==> src/rtl/c_and_pkg.sv <==
// c_and_pkg
//   Shared constants and helpers for the c_and gate in the compuertas library.
//   MAX_PIPE_STAGES : deepest supported output pipeline.
//   DEFAULT_COUNT_W : default width of the hit counter.
//   MAX_WIDTH       : widest operand supported by all_ones().
//   all_ones(width) : mask with the low 'width' bits set.
package c_and_pkg;

  localparam int MAX_PIPE_STAGES = 8;
  localparam int DEFAULT_COUNT_W = 16;
  localparam int MAX_WIDTH       = 64;

  function automatic logic [MAX_WIDTH-1:0] all_ones(input int width);
    logic [MAX_WIDTH-1:0] m;
    m = '0;
    for (int i = 0; i < MAX_WIDTH; i++) begin
      if (i < width) m[i] = 1'b1;
    end
    return m;
  endfunction

endpackage

==> src/rtl/c_and_pipe_reg.sv <==
// c_and_pipe_reg
//   One output pipeline stage of c_and: WIDTH data bits plus a valid bit,
//   both cleared by a synchronous active-high reset.
//   clk   : rising-edge clock
//   rst   : synchronous active-high reset
//   i_d   : stage data in        o_d   : stage data out
//   i_vld : stage valid in       o_vld : stage valid out
module c_and_pipe_reg #(
  parameter int WIDTH = 1
) (
  input  logic             clk,
  input  logic             rst,
  input  logic [WIDTH-1:0] i_d,
  input  logic             i_vld,
  output logic [WIDTH-1:0] o_d,
  output logic             o_vld
);

  logic [WIDTH-1:0] r_d;
  logic             r_vld;

  always_ff @(posedge clk) begin
    if (rst) begin
      r_d   <= '0;
      r_vld <= 1'b0;
    end else begin
      r_d   <= i_d;
      r_vld <= i_vld;
    end
  end

  assign o_d   = r_d;
  assign o_vld = r_vld;

endmodule

==> src/rtl/c_and.sv <==
// c_and
//   Parameterised bitwise 2-input AND with optional output pipeline and a
//   saturating counter of qualified all-ones results.
//   Parameters: WIDTH (operand width, <= MAX_WIDTH), PIPE_STAGES (0..8,
//   0 = combinational), COUNT_W (hit counter width).
//   clk       : rising-edge clock
//   rst       : synchronous active-high reset
//   a, b      : operands
//   in_valid  : qualifies a/b for out_valid and hit_count (never gates y)
//   y         : a & b after PIPE_STAGES cycles
//   out_valid : in_valid after PIPE_STAGES cycles
//   hit_count : saturating count of qualified results equal to all-ones
module c_and
  import c_and_pkg::*;
#(
  parameter int WIDTH       = 1,
  parameter int PIPE_STAGES = 0,
  parameter int COUNT_W     = DEFAULT_COUNT_W
) (
  input  logic               clk,
  input  logic               rst,
  input  logic [WIDTH-1:0]   a,
  input  logic [WIDTH-1:0]   b,
  input  logic               in_valid,
  output logic [WIDTH-1:0]   y,
  output logic               out_valid,
  output logic [COUNT_W-1:0] hit_count
);

  localparam logic [MAX_WIDTH-1:0] ONES_FULL = all_ones(WIDTH);
  localparam logic [WIDTH-1:0]     ONES      = ONES_FULL[WIDTH-1:0];
  localparam logic [COUNT_W-1:0]   CNT_MAX   = '1;

  logic [WIDTH-1:0] w_and;
  logic             w_vld_in;
  logic [WIDTH-1:0] w_d [PIPE_STAGES+1];
  logic             w_v [PIPE_STAGES+1];
  logic [COUNT_W-1:0] r_cnt;

  assign w_and = a & b;

  // An X/Z in_valid falls through to the else path, so it counts as 0.
  always_comb begin
    w_vld_in = 1'b0;
    if (in_valid) w_vld_in = 1'b1;
  end

  assign w_d[0] = w_and;
  assign w_v[0] = w_vld_in;

  for (genvar gi = 0; gi < PIPE_STAGES; gi++) begin : g_stage
    c_and_pipe_reg #(.WIDTH(WIDTH)) u_stage (
      .clk   (clk),
      .rst   (rst),
      .i_d   (w_d[gi]),
      .i_vld (w_v[gi]),
      .o_d   (w_d[gi+1]),
      .o_vld (w_v[gi+1])
    );
  end

  if (PIPE_STAGES == 0) begin : g_bypass
    // y stays purely combinational; only the valid is masked by reset.
    assign y         = w_d[0];
    assign out_valid = w_v[0] & ~rst;
  end else begin : g_piped
    assign y         = w_d[PIPE_STAGES];
    assign out_valid = w_v[PIPE_STAGES];
  end

  always_ff @(posedge clk) begin
    if (rst) begin
      r_cnt <= '0;
    end else if (out_valid && (y == ONES) && (r_cnt != CNT_MAX)) begin
      r_cnt <= r_cnt + 1'b1;
    end
  end

  assign hit_count = r_cnt;

endmodule

==> config.mk <==
export PLATFORM = sky130hd
export DESIGN_NAME = c_and
export DESIGN_NICKNAME = d
export VERILOG_FILES = /design/src/rtl/c_and_pkg.sv /design/src/rtl/c_and_pipe_reg.sv /design/src/rtl/c_and.sv
export SDC_FILE = /design/constraint.sdc
export NUM_CORES = 1
export LEC_CHECK = 0
export CELL_PAD_IN_SITES_DETAIL_PLACEMENT = 0
export CELL_PAD_IN_SITES_GLOBAL_PLACEMENT = 2
export CORE_AREA = 3 3 64 60
export CTS_CLUSTER_DIAMETER = 40
export CTS_CLUSTER_SIZE = 12
export DETAILED_ROUTE_END_ITERATION = 8
export DIE_AREA = 0 0 67 63
export HOLD_SLACK_MARGIN = 0.02
export PLACE_DENSITY = 0.8
export SYNTH_ARGS = -nofsm -noshare
export SYNTH_HDL_FRONTEND = slang
export SYNTH_SLANG_ARGS = --single-unit
==> constraint.sdc <==
create_clock -name clk -period 2.15 [get_ports clk]
set_clock_uncertainty 0.05 [all_clocks]
set_input_delay 0.645 -clock clk [delete_from_list [all_inputs] [get_ports clk]]
set_output_delay 0.645 -clock clk [all_outputs]
set_load 0.01 [all_outputs]
==> impl_metrics.json, run 1 <==
{
  "synth_top_area_share_pct": 36.89,
  "cp.arrival_ns": 1.31,
  "drtIter0Drc": 19,
  "final.setup.worst_slack_ns": 0.1457,
  "fin_crit_sh_pct": 93.22,
  "hpwl_um": 1852,
  "whs_ns": 0.4897,
  "worst_pin_slew_ns": 0.4510,
  "ys_warn_count": 0,
  "drcViolationCount": 0,
  "place_congestion": 0.7456,
  "fill_cells": 347,
  "routed_wl_um": 2561,
  "clock-sinks": 16,
  "yosysTopAreaCell": "dfxtp_1",
  "relSlewSlack_pct": 69.71,
  "ios": 23,
  "start_kind": "flop",
  "critical_path.top_delay_family": "buffers and inverters",
  "grtUsageTotal_pct": 13.24,
  "routed_via_density": 5.133,
  "hold_depth": 2,
  "cts_root_buffer": "clkbuf_8",
  "rr_endpoint": "hit_count[1]$_SDFFE_PP0P_",
  "pre_cts_ws_ns": -0.3641,
  "finalSetupTns_ns": 0,
  "antenna_found_initial": 0,
  "ys_seq_area_share_pct": 36.89,
  "ys.flop_type": "dfxtp_1",
  "hold_start": "hit_count[4]$_SDFFE_PP0P_",
  "htreeDepth": 1,
  "tritoncts": "built",
  "avgSynthCellArea_um2": 9.045,
  "largest_reg_flops": 16,
  "rows": 20,
  "port_buffers": 22,
  "die_x_um": 67,
  "worst-r2r-setup-slack_ns": 0.32,
  "cts_hold_buf": 0,
  "min_period_ns": 2.004,
  "rsz0062_at_grt": "no",
  "grt_max_degree": 14,
  "synth_area_um2": 868.3,
  "nNetsFinal": 144,
  "yosys-top-cells-area": "dfxtp_1, a21oi_1, nand3_1",
  "via_count": 929,
  "min_to": "hit_count[4]$_SDFFE_PP0P_",
  "stdcell_count": 181,
  "detail-route-antenna-nets": 0,
  "critical_path_required_ns": 1.45,
  "ir_drop_mv": 0.3977,
  "hold_violations": 0,
  "async_flop_share_pct": 0,
  "worstSkewPairLatency_ns": 0.25,
  "setup_viol": 0,
  "maxCapViolations": 0,
  "coreArea_mm2": 0.003303,
  "ys_ff_latch": 16,
  "run_status": "finished clean",
  "ff2ff_path_depth": 5,
  "crit_type": "reg -> out",
  "crit_start": "hit_count[11]$_SDFFE_PP0P_",
  "synth-edff-count": 0,
  "worst-path-max-fanout": 7,
  "die_h_um": 63,
  "crit_chain": "clkdlybuf4s50_1",
  "syn_nets": 102,
  "r2r-start": "hit_count[0]$_SDFFE_PP0P_",
  "powerDensity_mw_per_mm2": 452.0,
  "drive_above_1_share_pct": 20.44,
  "hold_class": "reg -> reg",
  "end_kind": "output port",
  "clk_path_buf_depth": 2,
  "clkSlewWorstSetupHoldPaths_ns": 0.07,
  "wl_per_cell_um": 14.15,
  "yosysUniqueCellTypes": 34,
  "numCtsBuffers": 3,
  "syn_to_final_growth_pct": 54.76,
  "path_buf_inv": 1,
  "placed_cells": 175,
  "start_util_pct": 26.29,
  "num_antenna_cells": 0,
  "crit_slowest_cell": "clkdlybuf4s50_1",
  "synthCells": 96,
  "dieArea_mm2": 0.004221,
  "dr.pass1.iters": 4,
  "leakage_nw": 0.5393,
  "yosys-top-cells-count": "dfxtp_1, a21oi_1, nand3_1",
  "grt_pass1_wl_um": 4416,
  "max_clock_freq_mhz": 498.9,
  "grt_pass1_vias": 918,
  "grt_remaining_overflow": 0,
  "slowest_delay_ns": 0.59,
  "synth.most_common_cell": "dfxtp_1",
  "slew_violations": 0
}
## layout by cell type (no fill, tap or decap), types with 3 or more instances in the layout
master	synthesis	final
clkbuf_8	0	4
nor2_1	4	4
nand3_1	7	7
o21ai_0	5	5
nor3_1	5	5
nand2_1	3	3
buf_4	0	12
inv_1	4	4
buf_6	0	4
and2_1	3	3
clkdlybuf4s50_1	0	16
or3_1	4	4
or4_1	3	3
a21oi_1	7	7
dlymetal6s2s_1	0	4
dfxtp_1	16	16
nand4_1	4	4
## logic make-up (layout without fill, tap and decap cells)
logic type | after synthesis | after routing | share of synthesized area [%]
AND/OR/NAND/NOR | 46 | 46 | 37.17
AO/OA/AOI/OAI | 27 | 27 | 20.89
flip-flops | 16 | 16 | 36.89
buffers and inverters | 5 | 46 | 2.304
adder cells (fa/ha/maj) | 1 | 1 | 1.441
multiplexers | 1 | 1 | 1.297
## through the flow
stage / utilization [%] / power [mW] / area (um2)
4_1_cts: 39.20 / 0.6143 / 1295
3_5_place_dp: 37.65 / 0.3432 / 1244
6_report: 40.68 / 0.6074 / 1344
5_1_grt: 40.68 / 0.6306 / 1344
2_1_floorplan: - / 0.3161 / 868.3
3_3_place_gp: 37.65 / 0.3419 / 1244
## repair_timing
action | in CTS | in global routing
buffers inserted | 0 | 2
gates resized for setup | 9 | 9
setup endpoints to repair | 5 | 9
pin swaps | 2 | 1
## report_power, final
group,total (mW),switching (mW),internal (mW)
Sequential,0.298,0.00108,0.297
Clock,0.270,0.108,0.163
Combinational,0.0391,0.0184,0.0206
## area by class of cell
cell class                      instances  area (um2)  area share, %
Inverter                                4       15.01          1.117
Multi-Input combinational cell         75       543.0          40.41
Sequential cell                        16       320.3          23.84
Timing Repair Buffer                   38       355.3          26.44
Clock buffer                            4       55.05          4.097
Tap cell                               44       55.05          4.097
## metal layers
layer / up-vias / global-route usage, % / share of wire (%)
li1: 471 / - / -
met1: 442 / 17.32 / 47
met2: 14 / 21.60 / 49
met3: 2 / 3.777 / 3.5
met4: 0 / 2.278 / 0.35
met5: - / 0 / 0
## worst max-delay path by stage
stage | depth (start not counted) | slack, ns | end
2_1_floorplan | 4 | 0.20 | hit_count[13]$_SDFFE_PP0P_
3_3_place_gp | 3 | -0.33 | out_valid
3_5_place_dp | 3 | -0.36 | out_valid
4_1_cts | 8 | 0.008 | hit_count[14]$_SDFFE_PP0P_
5_1_grt | 1 | 0.05 | hit_count[6]
6_report | 1 | 0.15 | hit_count[11]
Power figures use the tool's default switching activity.
==> run 2: changes to the inputs <==
- HOLD_SLACK_MARGIN: 0.02 -> 0.1
==> results of run 2 <==
No change in the layout: final DEF, timing and power equal those of run 1.
==> run 3: changes to the inputs <==
- CORE_AREA: 3 3 64 60 -> 3 3 61 63
- DIE_AREA: 0 0 67 63 -> 0 0 64 66
- SETUP_SLACK_MARGIN: unset -> 0.4
- clock period: 2.15 -> 2 ns (I/O delays scaled with it)
==> run 3 against run 2 <==
Net effect:
- worst setup slack improved by 0.20 ns
- core utilization increased by 4.8 points
- critical path depth grew 3
- critical path type is now in -> out
- largest power group unchanged
- highest routed layer unchanged
==> impl_metrics.json, run 3 (synthesis results as in run 1) <==
{
  "num_antenna_cells": 0,
  "hold_violations": 0,
  "finalPower_mw": 0.5808,
  "wl_per_cell_um": 13.82,
  "clock-sinks": 16,
  "tritoncts": "built",
  "setup_viol": 0,
  "cp.arrival_ns": 1.01,
  "grt_max_degree": 14,
  "path_buf_inv": 3,
  "relSlewSlack_pct": 76.61,
  "fin_crit_sh_pct": 82.94,
  "htreeDepth": 1,
  "drive_above_1_share_pct": 57.53,
  "cts_root_buffer": "clkbuf_4",
  "coreArea_mm2": 0.003284,
  "worstSkewPairLatency_ns": 0.29,
  "clkSlewWorstSetupHoldPaths_ns": 0.10,
  "die_x_um": 64,
  "fin_util_pct": 45.49,
  "final_cell_mix": "buf_4, dfxtp_4, buf_6, clkbuf_2",
  "rr_endpoint": "hit_count[13]$_SDFFE_PP0P_",
  "ir_drop_mv": 0.2734,
  "finalSetupTns_ns": 0,
  "crit_top_cell": "buf_6",
  "hold_class": "reg -> reg",
  "min_period_ns": 1.659,
  "slowest_delay_ns": 0.11,
  "start_util_pct": 26.44,
  "antenna_found_initial": 0,
  "run_status": "finished clean",
  "crit_chain": "buf_8 -> buf_6 -> nor2b_4 -> buf_6",
  "routed_via_density": 5.188,
  "critical_path.top_delay_family": "buffers and inverters",
  "routed_wl_um": 2653,
  "hold_start": "hit_count[2]$_SDFFE_PP0P_",
  "crit_type": "in -> out",
  "drcViolationCount": 0,
  "grt_pass1_vias": 966,
  "numCtsBuffers": 3,
  "dr.pass1.iters": 4,
  "hpwl_um": 1875,
  "powerDensity_mw_per_mm2": 388.8,
  "rows": 21,
  "worst-r2r-setup-slack_ns": 0.40,
  "r2r-start": "hit_count[3]$_SDFFE_PP0P_",
  "maxCapViolations": 0,
  "die_h_um": 66,
  "largest_reg_flops": 16,
  "drtIter0Drc": 31,
  "leakage_nw": 0.5901,
  "crit_slowest_cell": "buf_6",
  "syn_to_final_growth_pct": 72.05,
  "dieArea_mm2": 0.004224,
  "via_count": 996,
  "cts_hold_buf": 0,
  "slew_violations": 0,
  "start_kind": "input port",
  "grtUsageTotal_pct": 12.68,
  "end_kind": "output port",
  "worst_pin_slew_ns": 0.3483,
  "max_clock_freq_mhz": 602.8,
  "place_congestion": 0.7219,
  "port_buffers": 22,
  "crit_start": "rst",
  "layout_commonest_cell": "buf_4",
  "endpoint": "out_valid",
  "ff2ff_path_depth": 4,
  "clk_path_buf_depth": 2,
  "ios": 23,
  "grt_remaining_overflow": 0,
  "nNetsFinal": 153,
  "worst-path-max-fanout": 3,
  "rsz0062_at_grt": "yes",
  "whs_ns": 0.4685,
  "path_depth": 4,
  "critical_path_required_ns": 1.35,
  "detail-route-antenna-nets": 0,
  "grt_pass1_wl_um": 4291
}
-- run 3: power by group --
group	switching (mW)	internal, mW
combinational	0.0217	0.0322
sequential	0.00147	0.302
clock	0.112	0.111
total	0.136	0.445
-- run 3: area by class of cell --
type / count / area (um2)
Inverter: 4 / 18.77
Fill cell: 319 / 1790
Clock buffer: 4 / 36.28
Sequential cell: 16 / 372.9
Multi-Input combinational cell: 75 / 623.1
Timing Repair Buffer: 47 / 385.4
Tap cell: 46 / 57.56
-- run 3: worst min path at each step --
stage | end | slack, ns | cells after the start
after floorplan | hit_count[0]$_SDFFE_PP0P_ | 0.47 | 2
after global placement | hit_count[0]$_SDFFE_PP0P_ | 0.47 | 2
after detailed placement | hit_count[0]$_SDFFE_PP0P_ | 0.47 | 2
after CTS | hit_count[2]$_SDFFE_PP0P_ | 0.45 | 1
after global routing | hit_count[2]$_SDFFE_PP0P_ | 0.50 | 1
final | hit_count[2]$_SDFFE_PP0P_ | 0.47 | 1
-- run 3: what timing repair did --
item	in CTS	in global routing
endpoints found under the setup margin	34	29
pin swaps	7	5
gates resized for setup	95	30
buffers inserted	6	8
-- run 3: worst register-to-register path, stage by stage, from the launching register on --
cell and delay, ns:
dfxtp_2 0.41, nand3_4 0.12, or4_4 0.54, or3_1 0.32
a21oi_1 0.12
-- run 3: routing by layer --
layer / vias to the layer above / wire (um) / GRT usage (%)
li1: 492 / - / -
met1: 487 / 1187 / 14.52
met2: 15 / 1347 / 22.84
met3: 2 / 103 / 4.252
met4: 0 / 14 / 2.426
met5: - / 0 / 0
-- run 3: metrics by stage --
| step | cells | setup slack (ns) | cell area, um2 |
|---|---|---|---|
| 3_5_place_dp | 174 | -0.4619 | 1256 |
| 6_report | 192 | 0.3412 | 1494 |
| 3_3_place_gp | 174 | -0.3846 | 1256 |
| 2_1_floorplan | 96 | 0.2257 | 900.9 |
| 4_1_cts | 184 | 0.2568 | 1428 |
| 5_1_grt | 192 | 0.3196 | 1494 |
==> patch 1, RTL diff (settings of run 2) <==
Register the inputs `a`, `b` and `in_valid` before use, cleared by the reset. The logic sees them one clock later. Comments in the files are not updated.
--- a/src/rtl/c_and.sv
+++ b/src/rtl/c_and.sv
@@ -31,18 +31,34 @@
   localparam logic [WIDTH-1:0]     ONES      = ONES_FULL[WIDTH-1:0];
   localparam logic [COUNT_W-1:0]   CNT_MAX   = '1;
 
+  logic [WIDTH-1:0] a_q;
+  logic [WIDTH-1:0] b_q;
+  logic in_valid_q;
+
+  always_ff @(posedge clk) begin
+    if (rst) begin
+      a_q        <= '0;
+      b_q        <= '0;
+      in_valid_q <= '0;
+    end else begin
+      a_q        <= a;
+      b_q        <= b;
+      in_valid_q <= in_valid;
+    end
+  end
+
   logic [WIDTH-1:0] w_and;
   logic             w_vld_in;
   logic [WIDTH-1:0] w_d [PIPE_STAGES+1];
   logic             w_v [PIPE_STAGES+1];
   logic [COUNT_W-1:0] r_cnt;
 
-  assign w_and = a & b;
+  assign w_and = a_q & b_q;
 
   // An X/Z in_valid falls through to the else path, so it counts as 0.
   always_comb begin
     w_vld_in = 1'b0;
-    if (in_valid) w_vld_in = 1'b1;
+    if (in_valid_q) w_vld_in = 1'b1;
   end
 
   assign w_d[0] = w_and;
Formal check against the unedited RTL: not equivalent (Yosys sat finds a counterexample within 4 cycles, from zero or initial values and one cycle with rst high).
==> patch 1 against run 2 <==
Maximum frequency down 0.63%. Design area shrank 1.4%. Sequential cell count increased by 3. Worst setup slack worse by 0.013 ns. Area after synthesis increased by 9.4%. Routed wire length is 5.7% lower. Power is 3.6% higher. Global-route usage down 1.2 points. Critical path type unchanged.
==> patch 1: results (changes against run 2) <==
\begin{tabular}{lr}
\hline
Metric & Value \\
\hline
\multicolumn{2}{l}{\textbf{Outcome}} \\
Run status & complete, no violations \\
\multicolumn{2}{l}{\textbf{GRT}} \\
Largest net degree at the start of global routing & 13 (-1) \\
Global-route wire length before repair & 3970 um (-10\%) \\
GRT Total Usage & 12.1\% (-1.2 points) \\
Vias in the first global route & 828 (-9.8\%) \\
\multicolumn{2}{l}{\textbf{Placement}} \\
Final weighted congestion in routability-driven placement & 0.798 (+7.1\%) \\
Estimated wirelength of the detail-placed design & 1830 um (-1.2\%) \\
Pre-CTS setup slack & -0.434 ns (-0.0703 ns) \\
Instance area after placement & 0.00127 mm\^{}2 (+2.2\%) \\
\multicolumn{2}{l}{\textbf{STA}} \\
F\_max & 0.496 GHz (-0.63\%) \\
\multicolumn{2}{l}{\textbf{Finish}} \\
Fill cell instance count of the final layout & 350 (+0.86\%) \\
Share of final-layout standard cells stronger than drive strength 1 & 12.4\% (-8.0 points) \\
\multicolumn{2}{l}{\textbf{Critical path}} \\
R2R Path End & hit\_count[2] \\
Setup slack on the worst flop-to-flop path & 0.26 ns (-0.06 ns) \\
Crit path to & hit\_count[2] \\
Startpoint of the worst setup timing path & hit\_count[2] \\
\multicolumn{2}{l}{\textbf{Synthesis}} \\
Net count after synthesis & 111 (+8.8\%) \\
Seq/Total Area, Yosys & 40.1\% (+3.2 points) \\
\multicolumn{2}{l}{\textbf{Hold path}} \\
Source of the worst hold timing path & hit\_count[9] \\
Hold EP & hit\_count[9] \\
Cell depth of the worst hold path & 2 (unchanged) \\
\multicolumn{2}{l}{\textbf{Drt}} \\
Post-detailed-routing wire length & 2410 um (-5.7\%) \\
Number of DRC markers after the initial detailed-route iteration & 62 (+43) \\
Via Count & 936 (+0.75\%) \\
\multicolumn{2}{l}{\textbf{Power and ir drop}} \\
Leakage power & 0.433 nW (-20\%) \\
Peak VDD IR & 0.285 mV (-28\%) \\
\hline
\end{tabular}
## patch 1: cell types whose count changed after synthesis, moves of 3 or more
cell and delta:
sky130_fd_sc_hd__o31ai_1 +5, sky130_fd_sc_hd__or4_1 +5, sky130_fd_sc_hd__a21oi_1 +4, sky130_fd_sc_hd__nand2_1 +4, sky130_fd_sc_hd__nor2_1 -4, sky130_fd_sc_hd__dfxtp_1 +3, sky130_fd_sc_hd__nand4_1 +3, sky130_fd_sc_hd__nor3_1 -3
## patch 1: layer usage
metal	global-route usage (%)	wire length, um	up-vias
met1	16.2	1190	431
met5	0	0	-
li1	-	-	489
met3	3.24	55	2
met4	3.80	28	0
met2	18.5	1140	14
## patch 1: cell families after synthesis
| group | after synthesis | synth area share [%] |
|---|---|---|
| compound gates | 30 | 20.0 |
| flops | 19 | 40.1 |
| mux | 1 | 1.05 |
| buf+inv | 5 | 3.03 |
| simple gates | 49 | 34.5 |
| fa+ha+maj | 1 | 1.32 |
## patch 1: layout make-up
class	count	area [um^2]	share of cell area, %
tap	44	55.1	4.15
sequential	19	380	28.7
inverter	2	7.51	0.567
clock buffer	4	45.0	3.40
multi-input combinational	81	551	41.5
timing repair buffer	31	287	21.6
## patch 1: report_power, final
group | total (mW) | switching, mW | leakage, nW | internal [mW]
clock network | 0.246 | 0.114 | 0.0228 | 0.132
registers | 0.358 | 0.00342 | 0.154 | 0.355
logic | 0.0247 | 0.0106 | 0.256 | 0.0141
## patch 1: timing repair
item,in CTS,in global routing
gates resized for setup,6,0
endpoints found under the setup margin,10,0
hold endpoints to repair,0,0
## patch 1: per-stage QoR
step	setup TNS, ns	hold WS, ns
after global placement	-4.23	0.449
final	0	0.472
after floorplan	0	0.460
after global routing	0	0.509
after detailed placement	-4.57	0.467
after CTS	0	0.478
==> patch 2, RTL diff (settings of run 2) <==
Without the edit above. `DEFAULT_COUNT_W`: 16 -> 14.
--- a/src/rtl/c_and_pkg.sv
+++ b/src/rtl/c_and_pkg.sv
@@ -7,7 +7,7 @@
 package c_and_pkg;
 
   localparam int MAX_PIPE_STAGES = 8;
-  localparam int DEFAULT_COUNT_W = 16;
+  localparam int DEFAULT_COUNT_W = 14;
   localparam int MAX_WIDTH       = 64;
 
   function automatic logic [MAX_WIDTH-1:0] all_ones(input int width);
Ports: changed (resized hit_count); port bits go from 23 to 21. The function was not compared with the original's and may differ.
==> patch 2 against run 2 <==
Maximum frequency fell by 3.5%. Area after synthesis fell by 11%. Register-to-register slack got worse by 0.13 ns. Worst setup slack got worse by 0.072 ns. Routed wire length fell by 22%. Clock power fell by 20%. Power fell by 16%. Design area fell by 18%. Sequential cell count fell by 2.
==> patch 2: results (changes against run 2) <==
\begin{tabular}{lr}
\hline
Metric & Value \\
\hline
\multicolumn{2}{l}{\textbf{GRT}} \\
Largest net degree at the start of global routing & 13 (-1) \\
Met1 Usage GRT & 11.6\% (-5.7 points) \\
GR Layer Usage met2 & 18.7\% (-2.9 points) \\
Vias in the first global route & 776 (-15\%) \\
Grt met3 use & 2.16\% (-1.6 points) \\
\multicolumn{2}{l}{\textbf{Critical path}} \\
Worst EP arrival & 2.20 ns (+0.89 ns) \\
Maximum fanout count along the critical path & 8 (+1) \\
Critical Path Slowest Stage Cell & sky130\_fd\_sc\_hd\_\_or4\_1 \\
\multicolumn{2}{l}{\textbf{Placement}} \\
Cell total after placement & 155 (-11\%) \\
Estimated wirelength of the detail-placed design & 1560 um (-16\%) \\
Final weighted congestion in routability-driven placement & 0.782 (+4.9\%) \\
Port Buffers & 20 (-9.1\%) \\
\multicolumn{2}{l}{\textbf{Drt}} \\
Routed via count divided by cell count & 4.96 (-3.4\%) \\
Per-cell routed wire length & 12.7 um (-10\%) \\
Post-detailed-routing wire length & 2010 um (-22\%) \\
Number of DRC markers after the initial detailed-route iteration & 39 (+20) \\
\multicolumn{2}{l}{\textbf{Finish}} \\
Fill cell instance count of the final layout & 370 (+6.6\%) \\
Share of final-layout standard cells stronger than drive strength 1 & 14.0\% (-6.4 points) \\
Max reg flops & 14 (-2) \\
Final-stage net count & 122 (-15\%) \\
\multicolumn{2}{l}{\textbf{Synthesis}} \\
Seq/Total Area, Yosys & 36.3\% (-0.58 points) \\
Post-Syn Area per Cell & 8.77 um\^{}2 (-3.0\%) \\
Distinct cells, synth & 31 (-8.8\%) \\
Net count after synthesis & 94 (-7.8\%) \\
\multicolumn{2}{l}{\textbf{Power and ir drop}} \\
Peak VDD IR & 0.125 mV (-68\%) \\
\multicolumn{2}{l}{\textbf{STA}} \\
Actual slew at the worst max-slew pin & 0.409 ns (-0.0423 ns) \\
\multicolumn{2}{l}{\textbf{Clocking}} \\
Number of gates resized after CTS & 7 (-2) \\
\multicolumn{2}{l}{\textbf{Outcome}} \\
Run status & complete, no violations \\
\hline
\end{tabular}
==> patch 2: cell types whose count changed in the layout (fill, tap and decap cells not counted), moves of 3 or more <==
| cell | before | now |
|---|---|---|
| sky130_fd_sc_hd__o31ai_1 | 2 | 5 |
| sky130_fd_sc_hd__o21ai_0 | 5 | 0 |
| sky130_fd_sc_hd__buf_4 | 12 | 8 |
| sky130_fd_sc_hd__and3_1 | 0 | 3 |
| sky130_fd_sc_hd__buf_6 | 4 | 1 |
| sky130_fd_sc_hd__dlymetal6s2s_1 | 4 | 0 |
| sky130_fd_sc_hd__nand3_1 | 7 | 3 |
==> patch 2: logic make-up after synthesis <==
logic type                 count (synthesis)  share of synthesized area, %
adders and majority gates                  1                          1.62
DFF                                       14                          36.3
AOI/OAI and AO/OA                         22                          19.4
buffers and inverters                      8                          5.35
and+or+nand+nor                           41                          34.4
muxes                                      2                          2.92
==> patch 2: worst paths after layout <==
path                                     from            end  slack (ns)  cells after the start
worst min register to register  hit_count[10]  hit_count[10]        0.46                      2
worst min-delay path            hit_count[10]  hit_count[10]        0.46                      2
worst max-delay path                      rst   hit_count[5]        0.07                      5
worst max register to register   hit_count[0]  hit_count[11]        0.19                      6
==> patch 2: per-layer routing <==
metal / up-vias / share of wire [%]
met3: 2 / 2.7
met2: 14 / 51
met4: 0 / 1.3
li1: 397 / -
met1: 370 / 45
met5: - / 0
==> patch 2: cell type report <==
cell class | count | area (um^2) | share of cell area, %
multi-input combinational | 66 | 450 | 41.1
inverter | 2 | 7.51 | 0.685
timing repair buffer | 29 | 262 | 23.9
sequential | 14 | 280 | 25.6
clock buffer | 3 | 41.3 | 3.77
tap | 44 | 55.1 | 5.02
==> patch 2: power by group <==
group          internal (mW)  switching [mW]  total, mW  leakage, nW
sequential             0.260         0.00104      0.261        0.113
clock                  0.124          0.0919      0.216       0.0216
combinational         0.0163          0.0141     0.0304        0.240
==> patch 2: per-stage QoR <==
step	setup slack (ns)	power, mW
3_5_place_dp	-0.335	0.299
3_3_place_gp	-0.318	0.299
5_1_grt	0.00291	0.528
6_report	0.0737	0.507
2_1_floorplan	0.268	0.278
4_1_cts	0.00567	0.515
==> patch 2: worst register-to-register path, stage by stage, from the launching register on <==
cell                      delay, ns
sky130_fd_sc_hd__dfxtp_1       0.40
sky130_fd_sc_hd__ha_1          0.28
sky130_fd_sc_hd__nand4_2       0.19
sky130_fd_sc_hd__nor4_2        0.47
sky130_fd_sc_hd__buf_4         0.24
sky130_fd_sc_hd__nor4_1        0.06
sky130_fd_sc_hd__o21a_1        0.16
